`src/rtl/cdb_arbiter_if.sv`:
```
// ---------------------------------------------------------------------------
// cdb_arbiter_if
//   Bundles the Common Data Bus request/grant signals shared between the
//   functional units and the CDB arbiter.
//
//   CDB_rts     units -> arbiter  bit i: unit i has a result ready
//   CDB_xmit    arbiter -> units  one-hot grant, bit i: unit i owns the CDB
//   grant_id    arbiter -> units  index of the granted unit, 0 when idle
//   bus_busy    arbiter -> units  high while any CDB_xmit bit is high
//   broadcasts  arbiter -> units  saturating count of completed grants
//   error       arbiter -> units  one-cycle pulse: unit held rts past release
//
//   Modports: master = arbiter side, slave = functional-unit side.
// ---------------------------------------------------------------------------
interface cdb_arbiter_if #(
   parameter int NUM_UNITS = 4,
   parameter int ID_WIDTH  = 2,
   parameter int CNT_WIDTH = 16
);
   logic [NUM_UNITS-1:0] CDB_rts;
   logic [NUM_UNITS-1:0] CDB_xmit;
   logic [ID_WIDTH-1:0]  grant_id;
   logic                 bus_busy;
   logic [CNT_WIDTH-1:0] broadcasts;
   logic                 error;

   modport master (
      input  CDB_rts,
      output CDB_xmit,
      output grant_id,
      output bus_busy,
      output broadcasts,
      output error
   );

   modport slave (
      output CDB_rts,
      input  CDB_xmit,
      input  grant_id,
      input  bus_busy,
      input  broadcasts,
      input  error
   );
endinterface

```
`src/rtl/cdb_arbiter.sv`:
```
// ---------------------------------------------------------------------------
// cdb_arbiter
//   Round-robin arbiter for the Tomasulo Common Data Bus. Functional units
//   raise CDB_rts when a result is ready; exactly one unit at a time is
//   granted the bus through a one-hot CDB_xmit held for XMIT_CYCLES cycles,
//   followed by a one-cycle release gap in which no grant is issued. The
//   falling edge of CDB_xmit is what a unit uses to free its reservation
//   station.
//
//   Ports
//     clock   system clock, all state updates on posedge
//     reset   synchronous, active-high; overrides an active grant
//     cdb     cdb_arbiter_if.master: CDB_rts in; CDB_xmit, grant_id,
//             bus_busy, broadcasts, error out (all registered)
// ---------------------------------------------------------------------------
module cdb_arbiter #(
   parameter int NUM_UNITS   = 4,
   parameter int ID_WIDTH    = 2,
   parameter int XMIT_CYCLES = 1,
   parameter int CNT_WIDTH   = 16
) (
   input  logic          clock,
   input  logic          reset,
   cdb_arbiter_if.master cdb
);

   localparam int HOLD_W = (XMIT_CYCLES > 2) ? $clog2(XMIT_CYCLES) : 1;

   typedef enum logic [1:0] {
      IDLE    = 2'd0,
      GRANT   = 2'd1,
      RELEASE = 2'd2
   } state_t;

   state_t               state_reg;
   logic [NUM_UNITS-1:0] xmit_reg;
   logic [ID_WIDTH-1:0]  grant_id_reg;
   logic [ID_WIDTH-1:0]  cur_reg;       // unit owning the bus, kept through RELEASE
   logic [ID_WIDTH-1:0]  rr_ptr_reg;
   logic                 busy_reg;
   logic [CNT_WIDTH-1:0] bcast_reg;
   logic                 error_reg;
   logic [HOLD_W-1:0]    hold_cnt_reg;

   logic [NUM_UNITS-1:0] upper_mask;
   logic [NUM_UNITS-1:0] req_upper;
   logic [ID_WIDTH-1:0]  sel_next;

   // Positions at or above rr_ptr get first pick; the rest are the wrap-around.
   generate
      for (genvar gi = 0; gi < NUM_UNITS; gi++) begin : g_mask
         assign upper_mask[gi] = (ID_WIDTH'(gi) >= rr_ptr_reg);
      end
   endgenerate

   // Lowest set request in the upper region wins; if that region is empty,
   // the lowest set request overall (the wrapped search) wins.
   always_comb begin
      req_upper = cdb.CDB_rts & upper_mask;
      sel_next  = '0;
      for (int k = NUM_UNITS - 1; k >= 0; k--) begin
         if (cdb.CDB_rts[k]) sel_next = ID_WIDTH'(k);
      end
      for (int k = NUM_UNITS - 1; k >= 0; k--) begin
         if (req_upper[k]) sel_next = ID_WIDTH'(k);
      end
   end

   always_ff @(posedge clock) begin
      if (reset) begin
         state_reg    <= IDLE;
         xmit_reg     <= '0;
         grant_id_reg <= '0;
         cur_reg      <= '0;
         rr_ptr_reg   <= '0;
         busy_reg     <= 1'b0;
         bcast_reg    <= '0;
         error_reg    <= 1'b0;
         hold_cnt_reg <= '0;
      end else begin
         error_reg <= 1'b0;
         case (state_reg)
            IDLE: begin
               if (|cdb.CDB_rts) begin
                  state_reg    <= GRANT;
                  cur_reg      <= sel_next;
                  xmit_reg     <= NUM_UNITS'(1) << sel_next;
                  grant_id_reg <= sel_next;
                  busy_reg     <= 1'b1;
                  hold_cnt_reg <= HOLD_W'(XMIT_CYCLES - 1);
               end
            end
            GRANT: begin
               // Requests are deliberately ignored while the bus is held.
               if (hold_cnt_reg == '0) begin
                  state_reg    <= RELEASE;
                  xmit_reg     <= '0;
                  grant_id_reg <= '0;
                  busy_reg     <= 1'b0;
               end else begin
                  hold_cnt_reg <= hold_cnt_reg - 1'b1;
               end
            end
            RELEASE: begin
               state_reg  <= IDLE;
               rr_ptr_reg <= (cur_reg == ID_WIDTH'(NUM_UNITS - 1)) ? '0 : cur_reg + 1'b1;
               if (bcast_reg != '1) bcast_reg <= bcast_reg + 1'b1;
               // A unit that saw its xmit fall should have dropped rts by now.
               error_reg  <= |(cdb.CDB_rts & (NUM_UNITS'(1) << cur_reg));
            end
            default: begin
               state_reg <= IDLE;
            end
         endcase
      end
   end

   assign cdb.CDB_xmit   = xmit_reg;
   assign cdb.grant_id   = grant_id_reg;
   assign cdb.bus_busy   = busy_reg;
   assign cdb.broadcasts = bcast_reg;
   assign cdb.error      = error_reg;

   a_xmit_onehot0: assert property (@(posedge clock) $onehot0(xmit_reg));

endmodule

```
`src/flat_wrapper.sv`:
```
// flat-port wrapper written by rule: the top's interface ports become plain ports
module cdb_arbiter_flat 
#(
   parameter int NUM_UNITS   = 4,
   parameter int ID_WIDTH    = 2,
   parameter int XMIT_CYCLES = 1,
   parameter int CNT_WIDTH   = 16
)
  (clock, reset, cdb_CDB_rts, cdb_CDB_xmit, cdb_grant_id, cdb_bus_busy, cdb_broadcasts, cdb_error);
  cdb_arbiter_if #(.NUM_UNITS(NUM_UNITS), .ID_WIDTH(ID_WIDTH), .CNT_WIDTH(CNT_WIDTH)) cdb_i ();
  input  logic clock;
  input  logic reset;
  input wire logic [$bits(cdb_i.CDB_rts)-1:0] cdb_CDB_rts;
  output wire logic [$bits(cdb_i.CDB_xmit)-1:0] cdb_CDB_xmit;
  output wire logic [$bits(cdb_i.grant_id)-1:0] cdb_grant_id;
  output wire logic [$bits(cdb_i.bus_busy)-1:0] cdb_bus_busy;
  output wire logic [$bits(cdb_i.broadcasts)-1:0] cdb_broadcasts;
  output wire logic [$bits(cdb_i.error)-1:0] cdb_error;
  assign cdb_i.CDB_rts = cdb_CDB_rts;
  assign cdb_CDB_xmit = cdb_i.CDB_xmit;
  assign cdb_grant_id = cdb_i.grant_id;
  assign cdb_bus_busy = cdb_i.bus_busy;
  assign cdb_broadcasts = cdb_i.broadcasts;
  assign cdb_error = cdb_i.error;
  cdb_arbiter #(.NUM_UNITS(NUM_UNITS), .ID_WIDTH(ID_WIDTH), .XMIT_CYCLES(XMIT_CYCLES), .CNT_WIDTH(CNT_WIDTH)) u_core (.clock(clock), .reset(reset), .cdb(cdb_i));
endmodule
```
`config.mk`:
```
export PLATFORM = sky130hd
export DESIGN_NAME = cdb_arbiter_flat
export DESIGN_NICKNAME = d
export VERILOG_FILES = /design/src/rtl/cdb_arbiter_if.sv /design/src/rtl/cdb_arbiter.sv /design/src/flat_wrapper.sv
export SDC_FILE = /design/constraint.sdc
export NUM_CORES = 1
export LEC_CHECK = 0
export CAP_MARGIN = 0
export CELL_PAD_IN_SITES_DETAIL_PLACEMENT = 0
export CELL_PAD_IN_SITES_GLOBAL_PLACEMENT = 1
export CORE_ASPECT_RATIO = 0.7
export CORE_MARGIN = 8
export CORE_UTILIZATION = 41
export CTS_CLUSTER_DIAMETER = 100
export CTS_CLUSTER_SIZE = 40
export DETAILED_ROUTE_END_ITERATION = 12
export GPL_TIMING_DRIVEN = 0
export MAX_ROUTING_LAYER = met4
export PLACE_DENSITY = 0.85
export SLEW_MARGIN = 20
export SYNTH_ARGS = -nofsm -noshare
export SYNTH_HDL_FRONTEND = slang
export SYNTH_SLANG_ARGS = --single-unit
```
`constraint.sdc`:
```
create_clock -name clock -period 3 [get_ports clock]
set_input_delay 0.9 -clock clock [delete_from_list [all_inputs] [get_ports clock]]
set_output_delay 0.9 -clock clock [all_outputs]
set_load 0.005 [all_outputs]
```
## Word-level counts from Yosys, hierarchy flattened

Cells that the tools add are included.

- $add $sub $neg: 3
- Magnitude comparators: 4
- Equality and inequality tests: 6
- Shifts and indexed selects: 2
- Muxes and demuxes: 24
- Bitwise operators: 3
- Reductions and logical operators: 10

Operators with widths:

| kind | count |
|---|---|
| 2-bit two-way mux | 13 |
| 16-bit by 1-bit adder with 16-bit output (second input constant) | 1 |
| 16-bit inequality test (second input constant) | 1 |
| 4-bit AND | 2 |
| 4-bit two-way mux | 2 |
| 2-bit one-hot mux with 2 select lines | 2 |
| 4-bit one-hot mux with 2 select lines | 1 |
| 2-bit AND reduction | 4 |
| 4-bit OR reduction | 2 |
| 1-bit by 2-bit left shift with 4-bit output (first input constant) | 2 |
| 2-bit == test (second input constant) | 2 |
| 1-bit by 2-bit greater-or-equal comparator with 1-bit output (first input constant) | 2 |
| 2-bit greater-or-equal comparator (first input constant) | 2 |
| 1-bit two-way mux | 4 |
| 1-bit one-hot mux with 2 select lines | 2 |
| 3-bit AND reduction | 1 |
| 2-bit by 1-bit adder with 2-bit output (second input constant) | 1 |
| 2-bit by 1-bit == test with 1-bit output (second input constant) | 1 |
| 2-bit zero test | 1 |
| 2-bit by 1-bit inequality test with 1-bit output (second input constant) | 1 |
| 2-bit inequality test (second input constant) | 1 |
| 2-bit nonzero test | 1 |
| 2-bit OR reduction | 1 |
| 1-bit inverter | 1 |
| 1-bit subtractor (second input constant) | 1 |

- Register bits: 31
- Bits of input ports: 6
- Output and inout port bits: 24
- Word-level logic and storage cells: 61

## Depth between registers and ports, before layout

Gate-level depths: netlist of the first run.

- Word-level depth: 11
- Mapped depth: 6
- Gate-level depth less buffers: 5

## Worst setup path after synthesis of the first run

OpenSTA, ideal clock, no wires.

- Path kind: input port to flip-flop
- From: in cdb_CDB_rts[2]
- To: reg u_core.grant_id_reg[0], in the netlist u_core.cdb.grant_id[0]
- Setup time: 0.068 ns
- Arrival: 1.986 ns
- Required time: 2.932 ns
- Setup slack: 0.946 ns
- Cell stages on the path: 5
- Path buffers: 1
- Cells stage by stage: nor4_1 > or3_1 > buf_6 > or4b_4 > a21oi_2

- Word-level cells in the longest chain between the ends: 9
- Elaborated cells on any way between the ends: 13
- Classes of those cells: eq/ne (1); mux (9); bitwise (1); reduce/logical (2)

Ends and longest elaborated chain:

| item | line | text |
|---|---|---|
| from (decl) | flat_wrapper.sv:13 | `input wire logic [$bits(cdb_i.CDB_rts)-1:0] cdb_CDB_rts;` |
| 2-bit two-way mux (3 in a row) | cdb_arbiter.sv:62 | `if (cdb.CDB_rts[k]) sel_next = ID_WIDTH'(k);` |
| 2-bit two-way mux (4 in a row) | cdb_arbiter.sv:65 | `if (req_upper[k]) sel_next = ID_WIDTH'(k);` |
| 2-bit two-way mux | cdb_arbiter.sv:84 | `if (\|cdb.CDB_rts) begin` |
| 2-bit one-hot mux with 2 select lines | cdb_arbiter.sv:82 | `case (state_reg)` |
| to (signal assigned) | cdb_arbiter.sv:88 | `grant_id_reg <= sel_next;` |
| to (decl) | cdb_arbiter.sv:37 | `logic [ID_WIDTH-1:0] grant_id_reg;` |

Parallel ways exist; a longest one is shown, timed or not. The select of a mux whose other input is x is not followed.
A chain may end at the register's enable or synchronous reset.

## Worst setup path in the final report of the first run

- From: in cdb_CDB_rts[3]
- To: reg u_core.grant_id_reg[0], in the netlist u_core.cdb.grant_id[0]

- Word-level cells in the longest chain between the ends: 10
- Elaborated cells on any way between the ends: 14
- Classes of those cells: eq/ne (1); mux (10); bitwise (1); reduce/logical (2)

Ends and longest elaborated chain:

| item | line |
|---|---|
| 2-bit two-way mux (4 in a row) | cdb_arbiter.sv:62 |
| 2-bit two-way mux (4 in a row) | cdb_arbiter.sv:65 |
| 2-bit two-way mux | cdb_arbiter.sv:84 |
| 2-bit one-hot mux with 2 select lines | cdb_arbiter.sv:82 |

Parallel ways exist; a longest one is shown, timed or not. The select of a mux whose other input is x is not followed.

==> out/qor.yml, run 1 <==
dp_slack_ns: 0.247
antenna_found_initial: 0
ys_types: 45
synth_nets: 188
worstReg2RegStart: "u_core.cdb.broadcasts[0]"
synthCells: 177
grt_start_max_net_pins: 11
ys_seq_elements: 30
post-route-min-period_ns: 2.49
cts_post_setup_buffers_inserted: 0
die_x_um: 89.2
synth_area_leaders: "dfxtp_1, ha_1, a21oi_1"
required_ns: 3.20
cts_root_buffer: "clkbuf_8"
synth_top_cell_by_area: "dfxtp_1"
nets: 223
max_freq_mhz: 402
crit_buf_inv: 2
end_kind: "flip-flop"
final_cell_mix: "dfxtp_1, clkdlybuf4s50_1, nor2_1"
path_depth: 6
wl_um: 4070
rsz0062_at_grt: "false"
synth_seq_area_share_pct: 39.0
cts_buffers: 5
portBuffers: 28
critical-path-top-delay-family: "simple AND/OR/NAND/NOR gates"
crit_start: "cdb_CDB_rts[3]"
max_slew_margin_pct: 40.6
io_pins: 30
max_stage_delay_ns: 0.57
place_congestion: 0.816
max_cap_viol_count: 0
min_path_type: "reg2reg"
start_kind: "input pin"
dp_hpwl_um: 3060
power.density_mw_per_mm2: 441
antennaDiodeCount: 0
synthesis.area_mm2: 0.00154
dieArea_mm2: 0.00600
routed_via_density: 5.68
clock_latency_ns: 0.28
final_common_cell: "dfxtp_1"
synthFlopType: "dfxtp_1"
worst-r2r-cell-count: 6
grt.total_usage_pct: 14.8
htree_levels: 2
fin_skew_ns: 0.00669
synth_area_per_cell_um2: 8.69
setup_ws_ns: 0.510
wl_per_cell_um: 15.5
peakVddDrop_uv: 282
synth_top_area_share_pct: 39.0
p_leak_uw: 0.000716
setup_tns_ns: 0
syn2layout_area_growth_pct: 27.2
antenna_left: 0
initial_utilization_pct: 43.2
endpoint: "u_core.cdb.grant_id[0]"
period_share_pct: 83.0
synth_edf_count: 0
async_flop_share_pct: 0
finalPower_uw: 864
rows: 18
dr.pass1.iters: 4
clk_path_buf_depth: 2
hold_viol: 0
r2r_end: "u_core.cdb.broadcasts[2]"
design.core.area_mm2: 0.00356
layout-drive-gt1-share_pct: 8.49
hold_buffers: 0
cts_tree: "yes"
die_h_um: 67.3
post_cts_resized: 0
drc_errors: 0
r2r_slack_ns: 0.97
worstMarginPinSlew_ns: 0.880
critPathKind: "in2reg"
arrival_ns: 2.69
outcome: "completed"
ys.warnings.count: 0
largest_reg_flops: 16
drv_slew: 0
cp_slowest_cell: "clkdlybuf4s50_1"
grt_pass1_wl_um: 6650
drtIter0Drc: 95
nFillCells: 360
cts.sinks: 30
crit_fanout: 9
setup_viol: 0
path_clk_slew_ns: 0.06
gr-total-overflow: 0
path_cells: "clkdlybuf4s50_1, nor4_1, or3_1, buf_6, or4b_4, a21oi_2"
vias: 1488
grt_pass1_vias: 1418
per-stage QoR:
| stage | util, % | hold slack, ns | cell area, um2 | cells |
|---|---|---|---|---|
| floorplan | - | 0.453 | 1540 | 177 |
| global placement | 52.9 | 0.445 | 1880 | 255 |
| detailed placement | 52.9 | 0.455 | 1880 | 255 |
| CTS | 55.0 | 0.466 | 1960 | 262 |
| global route | 55.0 | 0.487 | 1960 | 262 |
| finish | 55.0 | 0.464 | 1960 | 262 |
logic make-up (layout without fill, tap and decap cells):
family | count (synthesis) | after routing | synth area share (%)
and+or+nand+nor | 79 | 79 | 29.2
AOI/OAI and AO/OA | 42 | 42 | 19.2
DFF | 30 | 30 | 39.0
buffers and inverters | 15 | 50 | 4.31
muxes | 6 | 6 | 4.23
adders and majority gates | 5 | 5 | 4.07
tightest hold or removal path: cells and delay by family (launching register included):
family          cells  cell delay, ns
flops               1            0.31
simple gates        1            0.06
compound gates      1            0.05
worst min-delay path by stage:
stage	startpoint	end	slack, ns	cells past startpoint
floorplan	u_core.cdb.bus_busy	u_core.cdb.bus_busy	0.45	2
global placement	u_core.cdb.bus_busy	u_core.cdb.bus_busy	0.45	2
detailed placement	u_core.cdb.bus_busy	u_core.cdb.bus_busy	0.46	2
CTS	u_core.cdb.CDB_xmit[0]	u_core.cdb.CDB_xmit[0]	0.47	2
global route	u_core.cdb.bus_busy	u_core.cdb.bus_busy	0.49	2
finish	u_core.cdb.CDB_xmit[0]	u_core.cdb.CDB_xmit[0]	0.46	2
area by class of cell:
class | instances | area, um2 | area share (%)
buffer | 8 | 40.0 | 2.04
clock buffer | 7 | 76.3 | 3.90
inverter | 7 | 26.3 | 1.34
multi-input combinational | 132 | 872 | 44.5
sequential | 30 | 601 | 30.7
tap | 50 | 62.6 | 3.19
timing repair buffer | 28 | 280 | 14.3
Yosys cell counts (2+ instances only):
library cell	instances
and3_1	4
a311oi_1	3
buf_2	2
mux2i_1	2
ha_1	5
nand4_1	5
nand2b_1	9
nor2b_1	7
nor2_1	14
or4_1	2
a211oi_1	2
nor3_1	7
mux2_2	4
a21oi_2	2
clkbuf_1	5
nor4_1	3
nand3_1	10
inv_1	7
o31ai_1	4
o32ai_1	2
a21oi_1	12
and4_1	2
or2_1	2
o21bai_1	2
dfxtp_1	30
nand2_1	7
a31oi_1	5
layer usage:
layer,vias up,track usage (%),routed length (um)
li1,722,-,-
met1,727,18.9,2100
met2,37,22.0,1760
met3,2,3.88,196
met4,0,5.15,19
met5,-,-,0
report_power, final:
part	switching [uW]	internal (uW)	leakage, uW
registers	15.1	418	0.000243
clock network	140	159	0.0000383
logic	66.8	64.9	0.000434
total	222	642	0.000716
(Power assumes the default switching activity.)
==> inputs of run 2 (changes only) <==
Settings changed: CORE_UTILIZATION 41 to 34, PLACE_DENSITY 0.85 to 0.75.
Clock period 3 ns to 2.1 ns, I/O delays scaled along.
==> run 2 against run 1 <==
Effect of this change: worst setup slack got worse by 0.40 ns; utilization decreased by 8.8 points; critical path depth unchanged; register-to-register slack got worse by 0.86 ns; die area increased by 16%; clock skew decreased by 0.00064 ns; design area increased by 2.8%; clock power increased by 91%; sequential power increased by 43%; sequential share of layout area decreased by 0.84 points; hold slack improved by 0.0064 ns; wire length increased by 4.6%; critical endpoint is now u_core.cdb.broadcasts[2]; largest power group unchanged.
==> out/qor.yml, run 2 (synthesis gave the netlist of run 1 again) <==
hold_viol: 0  # unchanged
routed_via_density: 5.53  # was 5.68
io_pins: 30  # unchanged
final_common_cell: "dfxtp_1"  # unchanged
p_seq_share_pct: 44.7  # was 50.1%
cp_slowest_cell: "mux2_2"  # was clkdlybuf4s50_1
clk_path_buf_depth: 2  # unchanged
max_stage_delay_ns: 0.35  # was 0.57 ns
cts_root_buffer: "clkbuf_8"  # unchanged
instances_no_fill: 268  # was 262
p_leak_uw: 0.000742  # was 0.000716 uW
crit_buf_inv: 1  # was 2
switching_share_pct: 25.2  # was 25.7%
cts_buffers: 5  # unchanged
rsz0062_at_grt: "false"  # unchanged
die_h_um: 72.3  # was 67.3 um
antenna_found_initial: 0  # unchanged
gr-total-overflow: 0  # unchanged
path_cells: "ha_1, and4_1, and3_1, buf_2, a311oi_2, mux2_2"  # was clkdlybuf4s50_1, nor4_1, or3_1, buf_6, or4b_4, a21oi_2
drv_slew: 0  # unchanged
worst-r2r-cell-count: 6  # unchanged
r2r_slack_ns: 0.11  # was 0.97 ns
syn2layout_area_growth_pct: 30.8  # was 27.2%
grt.total_usage_pct: 13.4  # was 14.8%
largest_reg_flops: 16  # unchanged
grt_pass1_vias: 1420  # was 1418
dieArea_mm2: 0.00697  # was 0.00600 mm2
worstReg2RegStart: "u_core.cdb.broadcasts[0]"  # unchanged
power.density_mw_per_mm2: 688  # was 441 mW/mm2
worstHoldEndpoint: "u_core.cdb.CDB_xmit[0]"  # unchanged
post-route-min-period_ns: 1.99
drtIter0Drc: 102  # was 95
htree_levels: 2  # unchanged
required_ns: 2.27  # was 3.20 ns
period_share_pct: 94.6
dr.pass1.iters: 4  # unchanged
grt_pass1_wl_um: 7130  # was 6650 um
min_from: "u_core.cdb.CDB_xmit[0]"  # unchanged
fin_area_mm2: 0.00201  # was 0.00196 mm2
cts.sinks: 30  # unchanged
setup_tns_ns: 0  # unchanged
wl_um: 4260  # was 4070 um
p_switching_uw: 348  # was 222 uW
layout-drive-gt1-share_pct: 10.8  # was 8.49%
nets: 223  # unchanged
antenna_left: 0  # unchanged
hold_depth: 2  # unchanged
crit_fanout: 9  # unchanged
grt_start_max_net_pins: 11  # unchanged
path_clk_slew_ns: 0.06  # about the same
outcome: "completed"  # unchanged
wl_per_cell_um: 15.9  # was 15.5 um
min_path_type: "reg2reg"  # unchanged
critical-path-top-delay-family: "simple AND/OR/NAND/NOR gates"  # unchanged
fin_skew_ns: 0.00605  # was 0.00669 ns
antennaDiodeCount: 0  # unchanged
place_inst: 260  # was 255
start_kind: "flip-flop"  # was input pin
clock_latency_ns: 0.28  # about the same
rows: 20  # was 18
clkPwrFrac_pct: 41.3  # was 34.7%
cts_post_setup_buffers_inserted: 0  # unchanged
cts_tree: "yes"  # unchanged
dp_hpwl_um: 3190  # was 3060 um
setup_viol: 0  # unchanged
drc_errors: 0  # unchanged
whs_ns: 0.471  # was 0.464 ns
critPathKind: "reg2reg"  # was in2reg
final_cell_mix: "dfxtp_1, clkdlybuf4s50_1, nor2_1"  # unchanged
arrival_ns: 2.16  # was 2.69 ns
max_cap_viol_count: 0  # unchanged
worstMarginPinSlew_ns: 0.937  # was 0.880 ns
combPwrFrac_pct: 14.0  # was 15.2%
die_x_um: 96.4  # was 89.2 um
dpl_cell_area_mm2: 0.00189  # was 0.00188 mm2
end_kind: "flip-flop"  # unchanged
max_freq_mhz: 503
design.core.area_mm2: 0.00435  # was 0.00356 mm2
initial_utilization_pct: 35.3  # was 43.2%
vias: 1482  # was 1488
place_congestion: 0.844  # was 0.816
r2r_end: "u_core.cdb.broadcasts[2]"  # unchanged
p_int_uw: 1040  # was 642 uW
max_slew_margin_pct: 36.7  # was 40.6%
portBuffers: 28  # unchanged
peakVddDrop_uv: 352  # was 282 uV
==> run 2: cell count changes in the layout (fill, tap and decap cells not counted) <==
cell	previous run	this run
dlygate4sd2_1	0	4
a31oi_1	5	4
bufinv_16	0	1
clkbuf_1	7	5
a311oi_2	0	1
clkinv_2	0	2
a31oi_4	0	1
a311oi_1	3	2
clkdlybuf4s50_1	28	24
==> run 2: final cells by class <==
type                       instances  area, um2
fill                             442       2340
multi-input combinational        132        893
sequential                        30        601
timing repair buffer              28        275
clock buffer                       5       68.8
tap                               55       68.8
clock inverter                     3       40.0
buffer                             8       40.0
inverter                           7       26.3
==> run 2: how the worst max path moves through the flow <==
stage                        startpoint                  endpoint  cells past startpoint
4_1_cts        u_core.cdb.broadcasts[0]  u_core.cdb.broadcasts[0]                      6
2_1_floorplan  u_core.cdb.broadcasts[0]  u_core.cdb.broadcasts[2]                      6
3_5_place_dp             cdb_CDB_rts[3]         u_core.cur_reg[0]                      6
6_report       u_core.cdb.broadcasts[0]  u_core.cdb.broadcasts[2]                      6
3_3_place_gp             cdb_CDB_rts[3]    u_core.cdb.grant_id[0]                      6
5_1_grt        u_core.cdb.broadcasts[0]  u_core.cdb.broadcasts[2]                      6
==> run 2: routing by layer <==
layer / global-route usage (%) / share of wire, % / wire length (um)
met5: - / 0 / 0
met4: 4.52 / 0.99 / 42
met3: 3.09 / 7.0 / 297
met2: 18.3 / 42 / 1780
met1: 18.7 / 50 / 2130
==> run 2: power by group through the flow <==
stage	Clock [uW]	Sequential (uW)	Combinational (uW)
6_report	572	619	194
5_1_grt	617	624	213
4_1_cts	589	619	191
3_5_place_dp	0	632	192
3_3_place_gp	0	630	189
2_1_floorplan	0	628	116
==> run 2: metrics by stage <==
stage	utilization (%)	total power (uW)	setup slack [ns]
3_3_place_gp	43.4	819	-0.384
2_1_floorplan	-	744	0.263
6_report	46.2	1390	0.114
3_5_place_dp	43.4	824	-0.388
5_1_grt	46.2	1450	0.00735
4_1_cts	45.7	1400	0.0627
==> run 2: tightest hold or removal path, cell delays in order (launching register included) <==
cell	delay, ns
dfxtp_1	0.31
nand3_1	0.06
o31ai_1	0.06
==> run 2: timing repair <==
item / 4_1_cts / 5_1_grt
endpoints found under the hold margin: 0 / 0
resized for setup: 4 / 3
hold buffers: 0 / 0
pin swaps: 0 / 0
setup endpoints to repair: 6 / 2
